$ cat src/rtl/even_operand_fwd.sv
// Register-fetch/forward stage feeding the even-pipe SP/multiply unit.
// Per-operand bypass muxing from FP6, FP7 and the RF write port, nop bubbles on stall/flush.

module even_operand_fwd_sel #(
  parameter int DATA_W = 128,
  parameter int ADDR_W = 7
) (
  input  logic [ADDR_W-1:0] src_addr_i,
  input  logic [DATA_W-1:0] rf_data_i,
  input  logic [DATA_W-1:0] wb_data_i,
  input  logic [ADDR_W-1:0] wb_addr_i,
  input  logic              wb_vld_i,
  input  logic [DATA_W-1:0] int_data_i,
  input  logic [ADDR_W-1:0] int_addr_i,
  input  logic              int_vld_i,
  input  logic [DATA_W-1:0] rfw_data_i,
  input  logic [ADDR_W-1:0] rfw_addr_i,
  input  logic              rfw_vld_i,
  output logic [DATA_W-1:0] data_o,
  output logic              hit_o
);
  logic wb_hit, int_hit, rfw_hit;

  assign wb_hit  = wb_vld_i  && (wb_addr_i  == src_addr_i);
  assign int_hit = int_vld_i && (int_addr_i == src_addr_i);
  assign rfw_hit = rfw_vld_i && (rfw_addr_i == src_addr_i);

  // FP6 holds the youngest result, so it outranks FP7 and the RF write port.
  always_comb begin
    data_o = rf_data_i;
    hit_o  = 1'b1;
    if (wb_hit)       data_o = wb_data_i;
    else if (int_hit) data_o = int_data_i;
    else if (rfw_hit) data_o = rfw_data_i;
    else              hit_o  = 1'b0;
  end
endmodule

module even_operand_fwd #(
  parameter int DATA_W = 128,
  parameter int ADDR_W = 7
) (
  input  logic              clk,
  input  logic              reset,
  input  logic [10:0]       op_in,
  input  logic [2:0]        format_in,
  input  logic [17:0]       imm_in,
  input  logic [ADDR_W-1:0] rt_addr_in,
  input  logic              reg_write_in,
  input  logic [ADDR_W-1:0] ra_addr_in,
  input  logic [ADDR_W-1:0] rb_addr_in,
  input  logic [ADDR_W-1:0] rc_addr_in,
  input  logic [DATA_W-1:0] ra_rf,
  input  logic [DATA_W-1:0] rb_rf,
  input  logic [DATA_W-1:0] rc_rf,
  input  logic [DATA_W-1:0] rt_wb,
  input  logic [ADDR_W-1:0] rt_addr_wb,
  input  logic              reg_write_wb,
  input  logic [DATA_W-1:0] rt_int,
  input  logic [ADDR_W-1:0] rt_addr_int,
  input  logic              reg_write_int,
  input  logic [DATA_W-1:0] rt_rf_wr,
  input  logic [ADDR_W-1:0] rt_addr_rf_wr,
  input  logic              reg_write_rf_wr,
  input  logic              stall,
  input  logic              branch_taken,
  output logic [10:0]       op,
  output logic [2:0]        format,
  output logic [17:0]       imm,
  output logic [ADDR_W-1:0] rt_addr,
  output logic              reg_write,
  output logic [DATA_W-1:0] ra,
  output logic [DATA_W-1:0] rb,
  output logic [DATA_W-1:0] rc,
  output logic [15:0]       fwd_count
);
  localparam int NUM_OPS = 3;

  logic [NUM_OPS-1:0][ADDR_W-1:0] src_addr;
  logic [NUM_OPS-1:0][DATA_W-1:0] rf_data;
  logic [NUM_OPS-1:0][DATA_W-1:0] fwd_data;
  logic [NUM_OPS-1:0]             fwd_hit;

  assign src_addr = {rc_addr_in, rb_addr_in, ra_addr_in};
  assign rf_data  = {rc_rf, rb_rf, ra_rf};

  for (genvar g = 0; g < NUM_OPS; g++) begin : g_sel
    even_operand_fwd_sel #(.DATA_W(DATA_W), .ADDR_W(ADDR_W)) u_sel (
      .src_addr_i (src_addr[g]),
      .rf_data_i  (rf_data[g]),
      .wb_data_i  (rt_wb),
      .wb_addr_i  (rt_addr_wb),
      .wb_vld_i   (reg_write_wb),
      .int_data_i (rt_int),
      .int_addr_i (rt_addr_int),
      .int_vld_i  (reg_write_int),
      .rfw_data_i (rt_rf_wr),
      .rfw_addr_i (rt_addr_rf_wr),
      .rfw_vld_i  (reg_write_rf_wr),
      .data_o     (fwd_data[g]),
      .hit_o      (fwd_hit[g])
    );
  end

  logic              bubble, dec_nop;
  logic [1:0]        hit_cnt;
  logic [16:0]       cnt_sum;

  logic [10:0]       op_q, op_d;
  logic [2:0]        format_q, format_d;
  logic [17:0]       imm_q, imm_d;
  logic [ADDR_W-1:0] rt_addr_q, rt_addr_d;
  logic              reg_write_q, reg_write_d;
  logic [DATA_W-1:0] ra_q, ra_d, rb_q, rb_d, rc_q, rc_d;
  logic [15:0]       cnt_q, cnt_d;

  assign bubble  = stall | branch_taken;
  // Opcode bits 0..9 use MSB-first numbering, i.e. op_in[10:1].
  assign dec_nop = (format_in == 3'd0) && (op_in[10:1] == 10'd0);
  assign hit_cnt = 2'(fwd_hit[0]) + 2'(fwd_hit[1]) + 2'(fwd_hit[2]);
  assign cnt_sum = {1'b0, cnt_q} + 17'(hit_cnt);

  always_comb begin
    op_d        = op_in;
    format_d    = format_in;
    imm_d       = imm_in;
    rt_addr_d   = rt_addr_in;
    reg_write_d = reg_write_in & ~dec_nop;
    ra_d        = fwd_data[0];
    rb_d        = fwd_data[1];
    rc_d        = fwd_data[2];
    cnt_d       = cnt_q;
    if (bubble) begin
      op_d        = '0;
      format_d    = '0;
      imm_d       = '0;
      rt_addr_d   = '0;
      reg_write_d = 1'b0;
      ra_d        = '0;
      rb_d        = '0;
      rc_d        = '0;
    end else if (!dec_nop) begin
      cnt_d = cnt_sum[16] ? 16'hFFFF : cnt_sum[15:0];
    end
  end

  always_ff @(posedge clk or posedge reset) begin
    if (reset) begin
      op_q        <= '0;
      format_q    <= '0;
      imm_q       <= '0;
      rt_addr_q   <= '0;
      reg_write_q <= 1'b0;
      ra_q        <= '0;
      rb_q        <= '0;
      rc_q        <= '0;
      cnt_q       <= '0;
    end else begin
      op_q        <= op_d;
      format_q    <= format_d;
      imm_q       <= imm_d;
      rt_addr_q   <= rt_addr_d;
      reg_write_q <= reg_write_d;
      ra_q        <= ra_d;
      rb_q        <= rb_d;
      rc_q        <= rc_d;
      cnt_q       <= cnt_d;
    end
  end

  assign op        = op_q;
  assign format    = format_q;
  assign imm       = imm_q;
  assign rt_addr   = rt_addr_q;
  assign reg_write = reg_write_q;
  assign ra        = ra_q;
  assign rb        = rb_q;
  assign rc        = rc_q;
  assign fwd_count = cnt_q;
endmodule

$ cat config.mk
export PLATFORM = sky130hd
export DESIGN_NAME = even_operand_fwd
export DESIGN_NICKNAME = d
export VERILOG_FILES = /design/src/rtl/even_operand_fwd.sv
export SDC_FILE = /design/constraint.sdc
export NUM_CORES = 2
export LEC_CHECK = 0
export ABC_AREA = 1
export CAP_MARGIN = 20
export CORE_AREA = 2 2 498 500
export CTS_BUF_LIST = sky130_fd_sc_hd__clkbuf_4 sky130_fd_sc_hd__clkbuf_8 sky130_fd_sc_hd__clkbuf_16
export CTS_CLUSTER_DIAMETER = 80
export DETAILED_ROUTE_END_ITERATION = 7
export DIE_AREA = 0 0 500 502
export GPL_ROUTABILITY_DRIVEN = 1
export PLACE_DENSITY = 0.44
export SYNTH_ARGS = -nofsm -noshare
export SYNTH_HDL_FRONTEND = slang
export SYNTH_SLANG_ARGS = --single-unit
$ cat constraint.sdc
create_clock -name clk -period 20.4 [get_ports clk]
set_clock_uncertainty 0.05 [all_clocks]
set_input_delay 3.06 -clock clk [delete_from_list [all_inputs] [get_ports clk]]
set_output_delay 3.06 -clock clk [all_outputs]
set_load 0.1 [all_outputs]
* After elaboration in Yosys (flattened, before gate mapping)
Cells that the tools add are included.
Cells by class: bitwise operators 4, equal/unequal tests 9, muxes and demuxes 27, add/sub/neg operators 3, reduce and logical (&&, ||, !) cells 13
Operators with widths (count):
- $mux 128 | 12
- $eq 7x7->1 | 9
- $mux 18 | 1
- $add 16x2->17 | 1
- $mux 16 | 1
- $mux 11 | 1
- $logic_and 1x1->1 | 10
- $logic_not 10->1 | 1
- $mux 1 | 10
- $mux 7 | 1
- $logic_not 3->1 | 1
- $mux 3 | 1
- $add 1x1->2 | 1
- $add 2x1->2 | 1
- $not 1->1 | 2
- $reduce_and 2->1 | 1
- $and 1x1->1 | 1
- $or 1x1->1 | 1
Word-level totals: bits of input ports 857, logic and storage cells 65, register bits after elaboration 440, output and inout port bits 440

* Logic depth before layout (Yosys ltp)
depth in word-level cells 9, depth in mapped cells 23, mapped depth without buffers 21

* Hierarchy
Synthesis repeated with hierarchy kept, for this count alone.
Second synthesis, totals: cells, all modules 5221, area total of the unflattened synthesis 31559.0 µm²
Modules (own cells, without submodules):
- even_operand_fwd_sel | instances 3, cells each 1241, area an instance 5439.0 µm²
- even_operand_fwd | instances 1, cells each 1498, area an instance 15242.1 µm²

* Least setup slack after synthesis
No wires, ideal clock.
kind input-to-reg, start point input port ra_addr_in[1], end point register cnt_q[4], in the netlist fwd_count[4], data required time 20218 ps, stages on the path 19, path slack 14367 ps, arrival 5851 ps, buffers on the path 2, setup time 132 ps, path through inv_1 -> nand2_1 -> nand2_1 -> nor2_1 -> nand3_1 -> o21ai_2 -> clkbuf_1 -> nor2_1 -> fa_1 -> inv_1 -> ha_1 -> fa_1 -> nand2_1 -> inv_1 -> nand2_1 -> nor2_1 -> buf_2 -> o21ai_0 -> o21ai_0
Between the ends: word-level cells in the longest chain between the ends 9, elaborated cells on any way between the ends 13, those cells by class add/sub (3); eq/ne (3); mux (4); reduce/logical (3)
Ends and longest elaborated chain:
- start, declared | line 50 | input logic [ADDR_W-1:0] ra_addr_in,
- $eq 7x7->1 | line 26 | assign rfw_hit = rfw_vld_i && (rfw_addr_i == src_addr_i);
- $logic_and 1x1->1 | line 26
- $mux 1 | line 34 | else if (rfw_hit) data_o = rfw_data_i;
- $mux 1 | line 33 | else if (int_hit) data_o = int_data_i;
- $mux 1 * | line 32 | if (wb_hit) data_o = wb_data_i;
- $add 1x1->2 * | line 120 | assign hit_cnt = 2'(fwd_hit[0]) + 2'(fwd_hit[1]) + 2'(fwd_hit[2]);
- $add 2x1->2 * | line 120
- $add 16x2->17 * | line 121 | assign cnt_sum = {1'b0, cnt_q} + 17'(hit_cnt);
- $mux 16 * | line 143 | cnt_d = cnt_sum[16] ? 16'hFFFF : cnt_sum[15:0];
- end signal, assigned | line 167 | cnt_q <= cnt_d;
- end, declared | line 115 | logic [15:0] cnt_q, cnt_d;
Every way passes the cells marked *; elsewhere a longest branch is shown, timed or not. A chain may end at the register's enable or synchronous reset.

* Worst setup path in the final report
start point input port rc_addr_in[4], end point register cnt_q[9], in the netlist fwd_count[9]
Between the ends: word-level cells in the longest chain between the ends 8, elaborated cells on any way between the ends 12, those cells by class add/sub (2); eq/ne (3); mux (4); reduce/logical (3)
Ends and longest elaborated chain:
- start, declared | line 52 | input logic [ADDR_W-1:0] rc_addr_in,
- $eq 7x7->1 | line 26
- $logic_and 1x1->1 | line 26
- $mux 1 | line 34
- $mux 1 | line 33
- $mux 1 * | line 32
- $add 2x1->2 * | line 120
- $add 16x2->17 * | line 121
- $mux 16 * | line 143
Marks and branches as above.

==> flow_summary.toml <==
[outcome]
run_status = "finished, final reports clean"

[clocking]
clkSinkCount = 440
tritoncts = "yes"
depth_of_the_cts_h_tree = 3
clock_path_buffers = 3
post_cts_buffers = 0
clk_pin_slew_ps = 60
clock_tree.root_cell = "clkbuf_16"
hold_buffers = 0
postCtsResizedCells = 0
clkLatencyLatePin_ps = 700
cts_inserted_buffers = 71

[route]
routed-via-count = 39577
drcViolationCount = 0
drt_first_iter_violations = 3228
route.antenna.remaining_nets = 0
detail_route.vias_per_cell = 4.034
wl_per_cell_um = 25.69
totalWireLength_mm = 252.0
detailedRoute.firstPassIterationCount = 6

[pwr]
power-per-cell-area_nw_per_um2 = 63.88
seq_power_share_pct = 29.9
fin_total_pwr_mw = 3.150
power_leakage_nw = 25.13
clkPwrFrac_pct = 39.8
power_report.internal_total_mw = 1.944
p_sw_share_pct = 38.28
share_comb_of_total_power_pct = 30.3
ir_worst_vdd_mv = 0.06042
power.switching_mw = 1.206

[floorplan]
io_pins = 1297
dieHeight_um = 502
die_x_um = 500
rows = 182
fp.coreArea_um2 = 245300
floorplan.initialDensity_pct = 12.68
die_area_um2 = 251000

[worst_setup_path]
critical_path_arrival_ps = 8070
required_time_of_the_critical_path_ps = 20950
cp_top_family = "simple AND/OR/NAND/NOR gates"
timing.setup.critical_path_class = "input port to flop"
r2r_start = "fwd_count[0]"
sum_of_buffers_and_inverters_on_the_critical_path = 7
endpoint_kind = "flop"
worstPathCellList = "clkdlybuf4s50_1 -> inv_2 -> nand2_1 -> nand2_1 -> inv_1 -> nand2_1 -> nor2_1 -> nand2_4 -> o21ai_4 -> buf_4 -> nor2_1 -> fa_1 -> inv_1 -> ha_1 -> fa_1 -> nand2_1 -> inv_1 -> nand2_1 -> nor2_1 -> inv_1 -> nand3_1 -> nand2_1 -> o21ai_0"
cp_slowest_stage_delay_ps = 690
path_depth = 23
length_in_cells_of_the_worst_reg_to_reg_path = 13
critical_path.most_common_cell = "nand2_1"
crit_path_max_fanout = 32
critPathLaunchType = "input port"
crit-reg2reg-capture = "fwd_count[9]"
r2r_setup_slack_ps = 16950
timing.critical_path.slowest_stage_cell = "nor2_1"

[synthesis]
synthDistinctLibCells = 26
yosys_most_used_dff = "dfrtp_1"
synth.most_common_cell = "nand2_1"
postSynthAreaPerCell_um2 = 5.781
synthTopCellsByCount = "nand2_1, nor2_1, inv_1, dfrtp_1, nand3_1"
synth_area_leader_cell = "dfrtp_1"
synth_edf_count = 0
synth_fp_nets = 6241
yosysWarnings = 0
synth.cell_area_um2 = 31100
top_cells_by_area_synth = "dfrtp_1, nand2_1, nor2_1, inv_1, nand3_1"
synth.top_cell.area_share_pct = 35.40
asyncSetResetFlopFracSynth_pct = 100.0
synth-seq-area-share_pct = 35.40
number_of_flip_flops_and_latches_in_the_synthesized_netlist = 440
synth_cells = 5380

[run]
cap_violations = 0

[hold_path]
hold_path.class = "flop to flop"
hold_path_depth = 2
hold_start = "fwd_count[11]"
timing.hold.worst_endpoint = "fwd_count[11]"

[sta]
finalWorstSetupSlack_ps = 12880
drv_slew = 0
grt_setup_unrepaired = "no"
final.period_utilization_pct = 36.85
final_hold_slack_ps = 562.0
setup_viol = 0
maxClockFrequency_mhz = 133.0
timing.max_slew.rel_slack_pct = 13.34
tns_ps = 0
hold_violations = 0
period_needed_ps = 7517
tightest_slew_ps = 1300

[finish]
num-nets-final = 7350
layout.filler_cells = 28045
fraction_of_final_layout_cells_with_drive_strength_greater_than_1_pct = 3.794
finalInstanceArea_um2 = 49310
synthToLayoutAreaGrowth_pct = 58.52

[placed_design]
postPlaceCellArea_um2 = 46880
place_worst_setup_slack_ps = 12060
io_buffers = 1296
gp_congestion = 0.9103
place_hpwl_mm = 196.5

[grt]
track_usage_pct = 19.38
grt_max_degree = 116
grt_antenna_before_repair = 133
first_global_vias = 39556
grt_pass1_wl_mm = 338.7
grt-ovfl-total = 0
cells by family after synthesis:
family,after synthesis,synth area share (%)
AND/OR/NAND/NOR,3801,47.70
XOR/XNOR,15,0.4224
AO/OA/AOI/OAI,164,2.655
adder cells (fa/ha/maj),4,0.2092
flip-flops,440,35.40
buffers and inverters,956,13.61
worst max path at each step:
stage                        from       endpoint  slack, ps
floorplan                   reset      format[0]       5030
global route        rt_addr_wb[4]   fwd_count[9]      12460
global placement    rc_addr_in[0]  fwd_count[15]      12020
detailed placement  rc_addr_in[0]   fwd_count[9]      12060
finish              rc_addr_in[4]   fwd_count[9]      12880
CTS                 rc_addr_in[0]   fwd_count[9]      12840
worst register-to-register path, stage by stage, from the launching register on:
cell,delay [ps]
dfrtp_1,500
inv_1,150
fa_1,490
inv_1,70
ha_1,230
fa_1,280
nand2_1,120
inv_1,110
nand2_1,80
nor2_1,690
inv_1,270
nand3_1,150
nand2_1,50
o21ai_0,110
flip-flops by register name, indices dropped and copies added (netlist names):
register / cells
imm: 18
rc: 128
rb: 128
op: 11
ra: 128
fwd_count: 16
rt_addr: 7
reg_write: 1
format: 3
per-stage QoR:
step                      std cells  util (%)
after floorplan                5380         -
after global placement         9635     19.11
after detailed placement       9636     19.12
after CTS                      9757     20.05
after global routing           9786     20.08
final                          9810     20.10
cell type report:
cell class,count,area (um2),area share (%)
inverter,627,2361,4.788
sequential,440,11010,22.33
clock buffer,96,2063,4.185
multi-input combinational,3984,15980,32.40
timing repair buffer,1365,13510,27.39
tap,3220,4029,8.171
clock inverter,25,229.0,0.4644
antenna,53,132.6,0.2690
placed cells by master (no fill, tap or decap), types with 2 or more instances in the layout:
master and count:
nand2_1 2373, clkdlybuf4s50_1 1273, nor2_1 983, inv_1 610, dfrtp_1 440, nand3_1 410, a21oi_1 135, buf_4 85
clkbuf_16 72, diode_2 53, o21ai_0 22, inv_2 15, clkbuf_8 13, nor3_1 12, nor2_4 11, clkbuf_4 11
clkinv_2 10, xor2_1 8, xnor2_1 7, inv_6 7, buf_12 6, nand4_1 5, o21ai_1 4, nand2_4 3
clkinv_4 3, o21ai_4 2, fa_1 2, ha_1 2, clkinvlp_4 2, bufinv_16 2
metal layers:
metal  up-vias  part of all wire (%)  routed length, um  global-route usage (%)
met5         -                  0.12                307                       0
met4        48                   5.0              12620                   8.749
met3       449                   9.0              22790                   6.125
met2      2120                    47             117200                   32.18
met1     18811                    39              99030                   22.71
li1      18149                     -                  -                       -
power groups by stage:
stage	Sequential (mW)	Combinational, mW	Clock [mW]
floorplan	1.25	0.222	0
global placement	0.959	0.957	0
detailed placement	0.958	0.956	0
CTS	0.943	0.959	1.29
global route	0.946	1.00	1.32
finish	0.943	0.953	1.25
Note: power is estimated with default switching activity, not from simulation.
